==> config.mk <==
export PLATFORM = sky130hd
export DESIGN_NAME = video_stream_source
export DESIGN_NICKNAME = d
export VERILOG_FILES = /design/src/rtl/video_stream_source.sv
export SDC_FILE = /design/constraint.sdc
export NUM_CORES = 1
export LEC_CHECK = 0
export CAP_MARGIN = 20
export CORE_AREA = 2 2 85 103
export CTS_CLUSTER_DIAMETER = 30
export DETAILED_ROUTE_END_ITERATION = 8
export DIE_AREA = 0 0 87 105
export PLACE_DENSITY = 0.83
export SYNTH_ARGS = -nofsm -noshare
export SYNTH_HDL_FRONTEND = slang
export SYNTH_SLANG_ARGS = --single-unit
==> constraint.sdc <==
create_clock -name clk -period 6.4 [get_ports clk]
set_clock_uncertainty 0.2 [all_clocks]
set_input_delay 0.96 -clock clk [delete_from_list [all_inputs] [get_ports clk]]
set_output_delay 0.96 -clock clk [all_outputs]
set_load 0.005 [all_outputs]
==> src/rtl/video_stream_source.sv <==
`default_nettype none
//============================================================================
// Module      : video_stream_source
// Description : Raster timing generator that paces an upstream pixel stream
//               into active/blanking video with en/hsync/vsync framing.
//               Optional macro VIDEO_STREAM_SOURCE_TEST_PATTERN_EN adds a
//               test_mode input that replaces upstream pixels with a pattern.
// Revision    : 1.0 - initial release
//============================================================================

`ifndef PIXEL_SIZE
`define PIXEL_SIZE 24
`endif

module video_stream_source #(
    parameter int H_ACTIVE = 640,
    parameter int H_BLANK  = 16,
    parameter int V_ACTIVE = 480,
    parameter int V_BLANK  = 4
) (
    input  logic                   clk,
    input  logic                   reset_n,
    input  logic                   run,
    input  logic                   src_valid,
    input  logic [`PIXEL_SIZE-1:0] src_data,
`ifdef VIDEO_STREAM_SOURCE_TEST_PATTERN_EN
    input  logic                   test_mode,
`endif
    output logic                   src_ready,
    output logic                   en,
    output logic                   hsync,
    output logic                   vsync,
    output logic [`PIXEL_SIZE-1:0] data,
    output logic                   busy,
    output logic                   underflow
);

    localparam int unsigned c_LINE_CYCLES   = H_ACTIVE + H_BLANK;
    localparam int unsigned c_VBLANK_CYCLES = V_BLANK * c_LINE_CYCLES;

    typedef enum logic [1:0] {
        S_IDLE   = 2'd0,
        S_ACTIVE = 2'd1,
        S_HBLANK = 2'd2,
        S_VBLANK = 2'd3
    } state_t;

    state_t                 r_state;
    state_t                 w_state_nxt;
    logic [15:0]            r_x;
    logic [15:0]            w_x_nxt;
    logic [15:0]            r_y;
    logic [15:0]            w_y_nxt;
    logic [31:0]            r_cnt;
    logic [31:0]            w_cnt_nxt;
    logic                   w_start;
    logic                   w_pattern;
    logic                   w_missing;
    logic [`PIXEL_SIZE-1:0] w_pixel;

    logic                   r_en;
    logic                   r_hsync;
    logic                   r_vsync;
    logic [`PIXEL_SIZE-1:0] r_data;
    logic                   r_underflow;

`ifdef VIDEO_STREAM_SOURCE_TEST_PATTERN_EN
    logic [7:0]             r_frame_cnt;

    assign w_pattern = test_mode;
`else
    assign w_pattern = 1'b0;
`endif

    // ------------------------------------------------------------------
    // Raster state register
    // ------------------------------------------------------------------
    always_ff @(posedge clk or negedge reset_n) begin
        if (!reset_n) begin
            r_state <= S_IDLE;
            r_x     <= 16'd0;
            r_y     <= 16'd0;
            r_cnt   <= 32'd0;
        end else begin
            r_state <= w_state_nxt;
            r_x     <= w_x_nxt;
            r_y     <= w_y_nxt;
            r_cnt   <= w_cnt_nxt;
        end
    end

    // r_cnt times both blanking intervals; r_x only advances while ACTIVE.
    always_comb begin
        w_state_nxt = r_state;
        w_x_nxt     = r_x;
        w_y_nxt     = r_y;
        w_cnt_nxt   = r_cnt;
        w_start     = 1'b0;
        case (r_state)
            S_IDLE: begin
                if (run) begin
                    w_state_nxt = S_ACTIVE;
                    w_x_nxt     = 16'd0;
                    w_y_nxt     = 16'd0;
                    w_cnt_nxt   = 32'd0;
                    w_start     = 1'b1;
                end
            end
            S_ACTIVE: begin
                if (r_x == 16'(H_ACTIVE - 1)) begin
                    w_state_nxt = S_HBLANK;
                    w_x_nxt     = 16'd0;
                    w_cnt_nxt   = 32'd0;
                end else begin
                    w_x_nxt = r_x + 16'd1;
                end
            end
            S_HBLANK: begin
                if (r_cnt == 32'(H_BLANK - 1)) begin
                    w_cnt_nxt = 32'd0;
                    if (r_y < 16'(V_ACTIVE - 1)) begin
                        w_y_nxt     = r_y + 16'd1;
                        w_state_nxt = S_ACTIVE;
                    end else begin
                        w_state_nxt = S_VBLANK;
                    end
                end else begin
                    w_cnt_nxt = r_cnt + 32'd1;
                end
            end
            S_VBLANK: begin
                if (r_cnt == 32'(c_VBLANK_CYCLES - 1)) begin
                    w_cnt_nxt   = 32'd0;
                    w_y_nxt     = 16'd0;
                    w_state_nxt = run ? S_ACTIVE : S_IDLE;
                end else begin
                    w_cnt_nxt = r_cnt + 32'd1;
                end
            end
            default: begin
                w_state_nxt = S_IDLE;
            end
        endcase
    end

    // ------------------------------------------------------------------
    // Pixel selection
    // ------------------------------------------------------------------
    always_comb begin
        w_pixel = '0;
        if (r_state == S_ACTIVE) begin
`ifdef VIDEO_STREAM_SOURCE_TEST_PATTERN_EN
            if (w_pattern) begin
                w_pixel = `PIXEL_SIZE'({r_frame_cnt, r_y[7:0], r_x[7:0]});
            end else if (src_valid) begin
                w_pixel = src_data;
            end
`else
            if (src_valid) begin
                w_pixel = src_data;
            end
`endif
        end
    end

    // A missing pixel never stalls timing; it is blanked and flagged.
    assign w_missing = (r_state == S_ACTIVE) && !src_valid && !w_pattern;

    // ------------------------------------------------------------------
    // Registered video outputs
    // ------------------------------------------------------------------
    always_ff @(posedge clk or negedge reset_n) begin
        if (!reset_n) begin
            r_en        <= 1'b0;
            r_hsync     <= 1'b0;
            r_vsync     <= 1'b0;
            r_data      <= '0;
            r_underflow <= 1'b0;
        end else begin
            r_en    <= (r_state == S_ACTIVE);
            r_hsync <= (r_state == S_HBLANK) && (r_cnt == 32'd0);
            r_vsync <= (r_state == S_VBLANK) && (r_cnt == 32'd0);
            r_data  <= w_pixel;
            if (w_missing) begin
                r_underflow <= 1'b1;
            end else if (w_start) begin
                r_underflow <= 1'b0;
            end
        end
    end

`ifdef VIDEO_STREAM_SOURCE_TEST_PATTERN_EN
    // Advances on the same edge that raises vsync.
    always_ff @(posedge clk or negedge reset_n) begin
        if (!reset_n) begin
            r_frame_cnt <= 8'd0;
        end else if ((r_state == S_VBLANK) && (r_cnt == 32'd0)) begin
            r_frame_cnt <= r_frame_cnt + 8'd1;
        end
    end
`endif

    assign src_ready = (r_state == S_ACTIVE) && !w_pattern;
    assign busy      = (r_state != S_IDLE);
    assign en        = r_en;
    assign hsync     = r_hsync;
    assign vsync     = r_vsync;
    assign data      = r_data;
    assign underflow = r_underflow;

endmodule

`default_nettype wire

==> key figures, run 1 <==
Worst setup path
  – Crit end category: output pin
  – R2R depth: 5
  – Reg2Reg Capture Point: r_y[6]
  – R2r setup slk: roughly 3500 ps
  – Kind of critical path: reg -> out
  – Worst R2R Start: r_state[1]
  – Crit-path max FO: 24
  – Crit path launch type: register
  – Worst Path Required: 5240 ps
  – Crit path DAT: 2150 ps

Cells and area
  – Layout cells sized above 1: 0.0635
  – P&R area growth vs syn: 17.8%
  – NumNets Final: 579
  – Antenna cell count: 0
  – Cell area after layout: 5570 sq um
  – FILL cells: 603

STA
  – Fin crit period: 3310 ps
  – Setup_tns: 0 ps
  – Worst Tran Pin Value: 911 ps
  – Final number of setup-violating endpoints: 0
  – Achievable Freq: 302 MHz
  – Tcrit/Tclk final: 0.517
  – Slew Viols, Final: 0
  – RSZ-0062 raised after global routing: false
  – Hold violation total from the final report: 0
  – Max_slew headroom: 0.393

Clock tree
  – Later-pin clock latency in the skew report: between 300 and 400 ps
  – CTS Buffer Depth: 2
  – H-Tree Depth: 3
  – Clock sink count: 94
  – Post-CTS sizing: 0
  – Post-CTS Setup Bufs: 0
  – TritonCTS Buffers: 9
  – Hold Buf Count CTS: 0
  – Clk root buf: clkbuf_8
  – Clock-pin slew on the worst setup and hold paths: around 90 ps
  – CTS tree: built

Detailed routing
  – # DRC: 0
  – DRT iter0 DRCs: ~280
  – Initial DRT Pass Iterations: 5
  – Drt wl/cell: 16.6 microns
  – Antenna-violating nets left: 0
  – Via Count: 3991
  – Vias per Instance: around 6.2
  – Total routed wirelength: 10700 microns

GRT
  – First-pass GRT wire length: approximately 18000 microns
  – Largest net degree at the start of global routing: 74
  – Vias in the first global route: 3919
  – Overflow after GRT: 0
  – Initial antenna violation count: 0
  – Gr usage total: 0.251

Pwr
  – PD cells: 191 nW/um^2
  – Clk network pwr share: 0.414
  – Gate power share: 0.027
  – Internal power: 840 uW
  – Sw Share: 0.209
  – Maximum vdd drop: 0.0000985 V
  – Net Sw Power: 221 uW
  – Sequential power share: 0.559
  – LEAKAGE: about 0.0025 uW

Yosys
  – Post-Synthesis Cells: 493
  – Net Count, Synth: 526
  – Number of synthesized flops with an enable pin: 0
  – #FFs+latches synth: 94
  – Yosys cell types: 52
  – Mean Syn Cell Area: 9.59 sq um
  – Yosys warning count: 0
  – Most common cell in the netlist: dfrtp_1
  – Post-synth top flop: dfrtp_1
  – Mapped cell area: about 4700 sq um
  – Synth top cells by count: dfrtp_1 (94), and2_1 (39), nand2_1 (35)
  – Synth top area share: 0.498
  – Largest cells by area after synthesis: dfrtp_1 (50%), and2_1 (5.2%), o21ai_0 (3.6%)
  – Dominant cell type by area after synthesis: dfrtp_1
  – Post-synthesis sequential area ratio: 0.498
  – Ys async rst share: 1.00

Floorplanning
  – Starting Density: 0.586
  – Die area: 9140 sq um
  – Chip Height: 105 microns
  – I/O pins: 58
  – Core ar.: 8060 sq um
  – FP Rows: 36
  – Die outline width: 87 microns

Placement
  – Cell Area, Placed: ~5300 sq um
  – Port Buf Inserts: 57
  – GP Congestion: 0.880
  – Dpl hpwl: 7370 microns

Min path
  – Min-delay worst type: in -> async

Outcome
  – Outcome: complete, no violations

Run
  – Max-Cap Viols: 0
## critical path, cell delays in order (launching register included)
cell and delay [ps]:
dfrtp_1 870, nand2b_1 330, inv_1 120, clkdlybuf4s50_1 460
## final cells by class
cell class                 count  area [sq um]  share of cell area
clock inverter                 5          82.6              0.0148
tap                           95           119              0.0213
sequential                    94          2350               0.422
inverter                      21          78.8              0.0142
clock buffer                  11           141              0.0254
multi-input combinational    359          2200               0.394
timing repair buffer          61           598               0.107
## how the worst max path moves through the flow
stage,from,endpoint,slack [ps]
CTS,r_state[1],src_ready,3060
global route,r_state[1],src_ready,2940
floorplan,run,r_y[6],3950
detailed placement,run,r_y[6],3250
finish,r_state[1],src_ready,3090
global placement,run,r_y[6],3300
## cells by family (layout without fill, tap and decap cells)
| kind of cell | Yosys count | after routing | synth area share |
|---|---|---|---|
| AND/OR/NAND/NOR | 228 | 228 | 0.271 |
| adder cells (fa/ha/maj) | 5 | 5 | 0.0132 |
| flip-flops | 94 | 94 | 0.498 |
| AO/OA/AOI/OAI | 118 | 118 | 0.163 |
| buffers and inverters | 40 | 98 | 0.0376 |
| XOR/XNOR | 1 | 1 | 0.00185 |
| multiplexers | 7 | 7 | 0.0151 |
## placed cells by master, fill, tap and decap left out, types with 3 or more instances in the layout
| cell type | n |
|---|---|
| nor4_1 | 16 |
| inv_1 | 21 |
| buf_4 | 5 |
| nand3_1 | 30 |
| nor2_1 | 27 |
| clkbuf_8 | 10 |
| mux2i_1 | 6 |
| nand2_1 | 35 |
| nor3_1 | 11 |
| ha_1 | 5 |
| a21oi_1 | 30 |
| nand4_1 | 17 |
| o21ai_1 | 4 |
| a41oi_1 | 3 |
| o31ai_1 | 8 |
| a21o_1 | 11 |
| o21ai_0 | 34 |
| a31oi_1 | 5 |
| a22o_1 | 4 |
| or2_2 | 5 |
| o21bai_1 | 3 |
| a221o_1 | 3 |
| and3_1 | 13 |
| and4_1 | 3 |
| o211ai_1 | 3 |
| clkdlybuf4s50_1 | 56 |
| or3_1 | 15 |
| nand2b_1 | 5 |
| dfrtp_1 | 94 |
| and2_1 | 39 |
## metal layers
layer  track usage  part of all wire
met2         0.404              0.51
met1         0.329              0.42
met5             0                 0
met4         0.124             0.023
met3        0.0324             0.042
## sequential cells by signal (all words and copies together) (netlist names)
name	cells
r_cnt	32
data	24
r_x	16
r_y	16
r_state	2
en	1
hsync	1
underflow	1
vsync	1
## per-stage QoR
stage	power (uW)	instances	setup WS, ps	util	hold WS [ps]
floorplan	606	493	3950	-	254
global placement	634	630	3300	0.663	271
detailed placement	634	630	3250	0.663	275
CTS	1070	646	3060	0.691	254
global route	1100	646	2940	0.691	271
finish	1060	646	3090	0.691	261
## power groups by stage
stage,Sequential (uW),Clock [uW],Combinational (uW)
finish,593,439,28.4
global route,593,470,32.1
CTS,593,448,29.4
detailed placement,605,0,29.2
global placement,605,0,28.6
floorplan,605,0,0.727
Note: power is estimated with default switching activity, not from simulation.
==> inputs of run 2 (changes only) <==
--- a/config.mk
+++ b/config.mk
@@ -6,11 +6,11 @@
 export NUM_CORES = 1
 export LEC_CHECK = 0
 export CAP_MARGIN = 20
-export CORE_AREA = 2 2 85 103
+export CORE_AREA = 2 2 87 106
 export CTS_CLUSTER_DIAMETER = 30
 export DETAILED_ROUTE_END_ITERATION = 8
-export DIE_AREA = 0 0 87 105
-export PLACE_DENSITY = 0.83
+export DIE_AREA = 0 0 89 108
+export PLACE_DENSITY = 0.79
 export SYNTH_ARGS = -nofsm -noshare
 export SYNTH_HDL_FRONTEND = slang
 export SYNTH_SLANG_ARGS = --single-unit
==> constraint.sdc (replaced) <==
create_clock -name clk -period 3.34 [get_ports clk]
set_clock_uncertainty 0.2 [all_clocks]
set_input_delay 0.501 -clock clk [delete_from_list [all_inputs] [get_ports clk]]
set_output_delay 0.501 -clock clk [all_outputs]
set_load 0.005 [all_outputs]
==> key figures, run 2 (same netlist as run 1, synthesis figures left out) <==
STA
  – Final number of setup-violating endpoints: 0 (unchanged)
  – Achievable Freq: between 300 and 400 MHz
  – Hold violation total from the final report: 0 (unchanged)
  – RSZ-0062 raised after global routing: false
  – Tcrit/Tclk final: 0.812
  – Fin crit period: about 2700 ps
  – Worst Tran Pin Value: 839 ps (-72.4 ps)
  – Slew Viols, Final: 0 (unchanged)
  – Max_slew headroom: 0.436 (+0.0431)
  – Setup_tns: 0 ps (unchanged)
  – Final hold slack: 295 ps (+34.1 ps)

Cells and area
  – Layout cells sized above 1: 0.0685 (+0.00495)
  – NumNets Final: 583 (+0.69%)
  – Top reg by flops: r_cnt
  – Antenna cell count: 0 (unchanged)
  – P&R area growth vs syn: 19.5%
  – FILL cells: 685 (+14%)
  – Max reg flops: 32 (unchanged)
  – Post-Layout Cell Count: 672 (+4.0%)
  – Most frequent cells in the layout: dfrtp_1 (94), clkdlybuf4s50_1 (56), and2_1 (39)
  – Most common cell after layout, fill and taps aside: dfrtp_1

Worst setup path
  – Crit path DAT: 2010 ps (-140 ps)
  – Crit path launch type: register
  – R2r setup slk: 640 ps (-2900 ps)
  – Reg2Reg Capture Point: r_x[3]
  – Worst Path Required: 2640 ps (-2600 ps)
  – R2R depth: 5 (unchanged)
  – Worst path max stage delay: 510 ps (-360 ps)
  – Crit-path max FO: 18 (-25%)
  – Critical path's slowest cell: clkdlybuf4s50_1
  – Kind of critical path: reg -> out
  – Worst path cell trace: buf_4 -> nand2b_1 -> inv_1 -> clkdlybuf4s50_1
  – Worst R2R Start: r_x[13]
  – Crit end category: output pin

Clock tree
  – H-Tree Depth: 3 (unchanged)
  – CTS Buffer Depth: 2 (unchanged)
  – Post-CTS Setup Bufs: 0 (unchanged)
  – TritonCTS Buffers: 9 (unchanged)
  – Clock-pin slew on the worst setup and hold paths: 80 ps (about the same)
  – Clk root buf: clkbuf_8
  – CTS tree: built
  – Later-pin clock latency in the skew report: 370 ps (about the same)
  – Clock sink count: 94 (unchanged)

Detailed routing
  – Drt wl/cell: 16.6 microns (-0.18%)
  – Antenna-violating nets left: 0 (unchanged)
  – Vias per Instance: 6.02 (-2.6%)
  – DRT iter0 DRCs: 230 (-16%)
  – Initial DRT Pass Iterations: 4 (-1)
  – # DRC: 0 (unchanged)
  – Total routed wirelength: 11100 microns (+3.8%)
  – Via Count: 4044 (+1.3%)

Min path
  – Min-delay worst type: reg -> reg
  – Worst hold endpoint: r_y[14]
  – HP Start: r_y[14]
  – Hold path depth: 1

Run
  – Max-Cap Viols: 0 (unchanged)

Placement
  – Port Buf Inserts: 57 (unchanged)
  – GP Congestion: 0.904 (+2.8%)
  – Placed cells: 654 (+3.8%)
  – Dpl hpwl: 7640 microns (+3.6%)

Floorplanning
  – I/O pins: 58 (unchanged)
  – Die area: 9610 sq um (+5.2%)
  – Core ar.: 8520 sq um (+5.6%)
  – FP Rows: 37 (+2.8%)
  – Starting Density: 0.555 (-0.0313)
  – Die outline width: 89 microns (+2.3%)
  – Chip Height: 108 microns (+2.9%)

GRT
  – Largest net degree at the start of global routing: 83 (+12%)
  – Overflow after GRT: 0 (unchanged)
  – Initial antenna violation count: 0 (unchanged)
  – First-pass GRT wire length: 18500 microns (+0.79%)
  – Vias in the first global route: 3938 (+0.48%)
  – Gr usage total: 0.246 (-0.00500)

Pwr
  – LEAKAGE: 0.00253 uW (+0.89%)
  – Sequential power share: 0.557 (-0.002)
  – Clk network pwr share: 0.414 (about the same)
  – Gate power share: 0.030 (+0.003)
  – Maximum vdd drop: 0.000219 V (+120%)
  – PD cells: 362 nW/um^2 (+90%)
  – Sw Share: 0.210 (+0.000963)
  – Overall power: 2040 uW (+92%)
  – Internal power: 1610 uW (+92%)
  – Net Sw Power: 428 uW (+93%)

Outcome
  – Outcome: complete, no violations
-- run 2: changes by cell type in the layout (fill, tap and decap cells not counted) --
cell,before,now
inv_6,0,1
clkinvlp_4,0,1
dlygate4sd3_1,0,1
buf_16,0,1
buf_4,5,7
clkinv_4,2,0
-- run 2: worst max path at each step --
stage	start	end	slack [ps]
after detailed placement	run	r_y[7]	600
after global routing	r_x[13]	r_x[3]	510
after global placement	run	r_y[6]	710
final	r_state[1]	src_ready	630
after floorplan	r_cnt[9]	r_y[8]	960
after CTS	r_state[1]	src_ready	610
-- run 2: routing by layer --
layer  GRT usage  wire, microns  vias up
li1            -              -     1905
met1       0.316           4690     2008
met2       0.407           5840      115
met3      0.0504            451       16
met4      0.0938            163        0
met5           0              0        -
-- run 2: layout make-up --
cell class	count	area [sq um]	share of cell area
Tap cell	117	146	0.0259
Inverter	21	78.8	0.0140
Clock inverter	5	81.3	0.0144
Timing Repair Buffer	65	651	0.115
Sequential cell	94	2350	0.417
Clock buffer	11	141	0.0250
Multi-Input combinational cell	359	2200	0.389
-- run 2: stage by stage --
stage | area [sq um] | worst slack (ps) | utilization
after floorplan | 4730 | 957 | -
after global placement | 5390 | 706 | 0.632
after detailed placement | 5390 | 604 | 0.632
after global routing | 5650 | 511 | 0.663
after CTS | 5610 | 611 | 0.658
final | 5650 | 627 | 0.663
-- run 2: power by group through the flow --
stage	clock [uW]	sequential (uW)	combinational (uW)
2_1_floorplan	0	1160	1.39
6_report	845	1140	60.5
3_5_place_dp	0	1160	57.0
3_3_place_gp	0	1160	55.8
5_1_grt	905	1140	67.9
4_1_cts	859	1140	57.6
-- run 2: critical path: cells and delay by family (launching register included) --
kind          cells  cell delay [ps]
buf+inv           3              920
simple gates      1              280
flops             1              450
-- run 2: timing repair --
| item | in CTS | in global routing |
|---|---|---|
| hold endpoints to repair | 0 | 9 |
| hold buffers | 0 | 1 |
| gates resized for setup | 0 | 0 |
==> inputs of run 3 (changes only) <==
==> constraint.sdc (replaced) <==
create_clock -name clk -period 2.65 [get_ports clk]
set_clock_uncertainty 0.2 [all_clocks]
set_input_delay 0.3975 -clock clk [delete_from_list [all_inputs] [get_ports clk]]
set_output_delay 0.3975 -clock clk [all_outputs]
set_load 0.005 [all_outputs]
==> key figures, run 3 (same netlist as run 1, synthesis figures left out) <==
GRT
  – Vias in the first global route: 4034 (+2.4%)
  – Initial antenna violation count: 0 (unchanged)
  – Overflow after GRT: 0 (unchanged)
  – Gr usage total: 0.248 (+0.00271)
  – Largest net degree at the start of global routing: 49 (-41%)
  – First-pass GRT wire length: 18900 microns (+2.1%)

Worst setup path
  – Worst R2R Start: r_cnt[11]
  – Crit-path max FO: 11 (-7)
  – Crit end category: register
  – Critical Path Source: r_cnt[11]
  – Kind of critical path: reg -> reg
  – Crit path launch type: register
  – R2R depth: 5 (unchanged)
  – Crit path DAT: 2640 ps (+630 ps)
  – Reg2Reg Capture Point: r_y[3]
  – R2r setup slk: 40 ps (-600 ps)
  – Worst Path Required: 2680 ps (+40 ps)

STA
  – Final number of setup-violating endpoints: 0 (unchanged)
  – Final hold slack: 223 ps (-71.7 ps)
  – Slew Viols, Final: 0 (unchanged)
  – Hold violation total from the final report: 0 (unchanged)
  – Max_slew headroom: 0.529 (+0.0929)
  – Fin crit period: roughly 2600 ps
  – Setup_tns: 0 ps (unchanged)
  – RSZ-0062 raised after global routing: false
  – Tcrit/Tclk final: 0.986
  – Worst Tran Pin Value: 705 ps (-134 ps)
  – Achievable Freq: 383 MHz

Cells and area
  – Antenna cell count: 0 (unchanged)
  – P&R area growth vs syn: 22.6%
  – FILL cells: 670 (-2.2%)
  – Most common cell after layout, fill and taps aside: dfrtp_1
  – Max reg flops: 32 (unchanged)
  – Layout cells sized above 1: 0.106 (+0.0374)
  – NumNets Final: 604 (+3.6%)
  – Top reg by flops: r_cnt
  – Most frequent cells in the layout: dfrtp_1 (93), clkdlybuf4s50_1 (56), and2_1 (39)

Run
  – Max-Cap Viols: 0 (unchanged)

Detailed routing
  – Antenna-violating nets left: 0 (unchanged)
  – Drt wl/cell: 16.1 microns (-3.0%)
  – # DRC: 0 (unchanged)
  – Initial DRT Pass Iterations: 5 (+1)
  – Via Count: 4084 (+0.99%)
  – Total routed wirelength: 11100 microns (unchanged)
  – Vias per Instance: 5.89 (-2.1%)
  – DRT iter0 DRCs: 281 (+22%)

Placement
  – Port Buf Inserts: 57 (unchanged)
  – Dpl hpwl: 7830 microns (+2.6%)
  – GP Congestion: 0.954 (+5.5%)

Pwr
  – Internal power: 1960 uW (+22%)
  – Maximum vdd drop: 0.000315 V (+44%)
  – Gate power share: 0.029 (about the same)
  – Net Sw Power: 521 uW (+22%)
  – PD cells: 429 nW/um^2 (+19%)
  – LEAKAGE: 0.00261 uW (+3.4%)
  – Sequential power share: 0.577 (+0.020)
  – Clk network pwr share: 0.394 (-0.020)
  – Sw Share: 0.210 (about the same)

Floorplanning
  – FP Rows: 37 (unchanged)
  – Die area: 9610 sq um (unchanged)
  – Core ar.: 8520 sq um (unchanged)
  – I/O pins: 58 (unchanged)
  – Chip Height: 108 microns (unchanged)
  – Die outline width: 89 microns (unchanged)
  – Starting Density: 0.555 (unchanged)

Clock tree
  – Clk root buf: clkbuf_8
  – CTS tree: built
  – Later-pin clock latency in the skew report: 360 ps (about the same)
  – CTS Buffer Depth: 2 (unchanged)
  – Clock-pin slew on the worst setup and hold paths: 90 ps (about the same)
  – H-Tree Depth: 3 (unchanged)
  – Clock sink count: 94 (unchanged)
  – TritonCTS Buffers: 9 (unchanged)

Min path
  – Min-delay worst type: in -> async

Outcome
  – Outcome: complete, no violations
-- run 3: cell types whose count changed in the layout (fill, tap and decap cells not counted), sizes merged --
cell      delta
bufinv       -1
clkinvlp     +1
clkbuf       +1
clkinv       -1
o41a         +1
buf         +20
-- run 3: cell type report --
cell class	count	area (sq um)	share of cell area
Clock buffer	12	155	0.0268
Tap cell	117	146	0.0253
Inverter	21	78.8	0.0136
Clock inverter	4	53.8	0.00928
Timing Repair Buffer	85	793	0.137
Multi-Input combinational cell	360	2210	0.382
Sequential cell	94	2350	0.406
-- run 3: worst max-delay path by stage --
stage                            to  depth (start not counted)
final                        r_y[3]                          5
after detailed placement     r_y[3]                          5
after floorplan              r_y[8]                          6
after global routing      r_cnt[31]                          8
after global placement       r_y[2]                          5
after CTS                    r_y[3]                          5
-- run 3: critical path, stage by stage, from the launching register on --
cell and delay [ps]:
dfrtp_1 450, or4_4 550, o22a_4 280, o41a_4 570, o31ai_1 310, o21ai_1 120
-- run 3: metal layers --
layer,part of all wire,vias up,global-route usage
met4,0.013,0,0.0789
met2,0.52,128,0.429
met5,0,-,0
met3,0.040,15,0.0443
li1,-,1955,-
met1,0.43,1986,0.314
-- run 3: stage by stage --
step	std cells	total power (uW)	utilization	cell area, sq um	setup WS (ps)
after floorplan	493	1460	-	4730	267
after global routing	693	2590	0.680	5800	4.51
after global placement	670	1530	0.648	5520	146
after CTS	687	2520	0.674	5740	10.1
final	693	2480	0.680	5800	36.7
after detailed placement	670	1540	0.648	5520	18.9
-- run 3: power by group through the flow --
stage | clock network, uW | registers (uW) | logic, uW
2_1_floorplan | 0 | 1460 | 1.75
3_3_place_gp | 0 | 1460 | 73.1
3_5_place_dp | 0 | 1460 | 73.9
4_1_cts | 1010 | 1430 | 75.6
5_1_grt | 1080 | 1430 | 82.0
6_report | 979 | 1430 | 72.5
-- run 3: repair_timing --
action                                  4_1_cts  5_1_grt
setup buffers                                 0        5
hold buffers                                  1        0
endpoints found under the setup margin        0       13
hold endpoints to repair                     58        0
gates resized for setup                       0        2
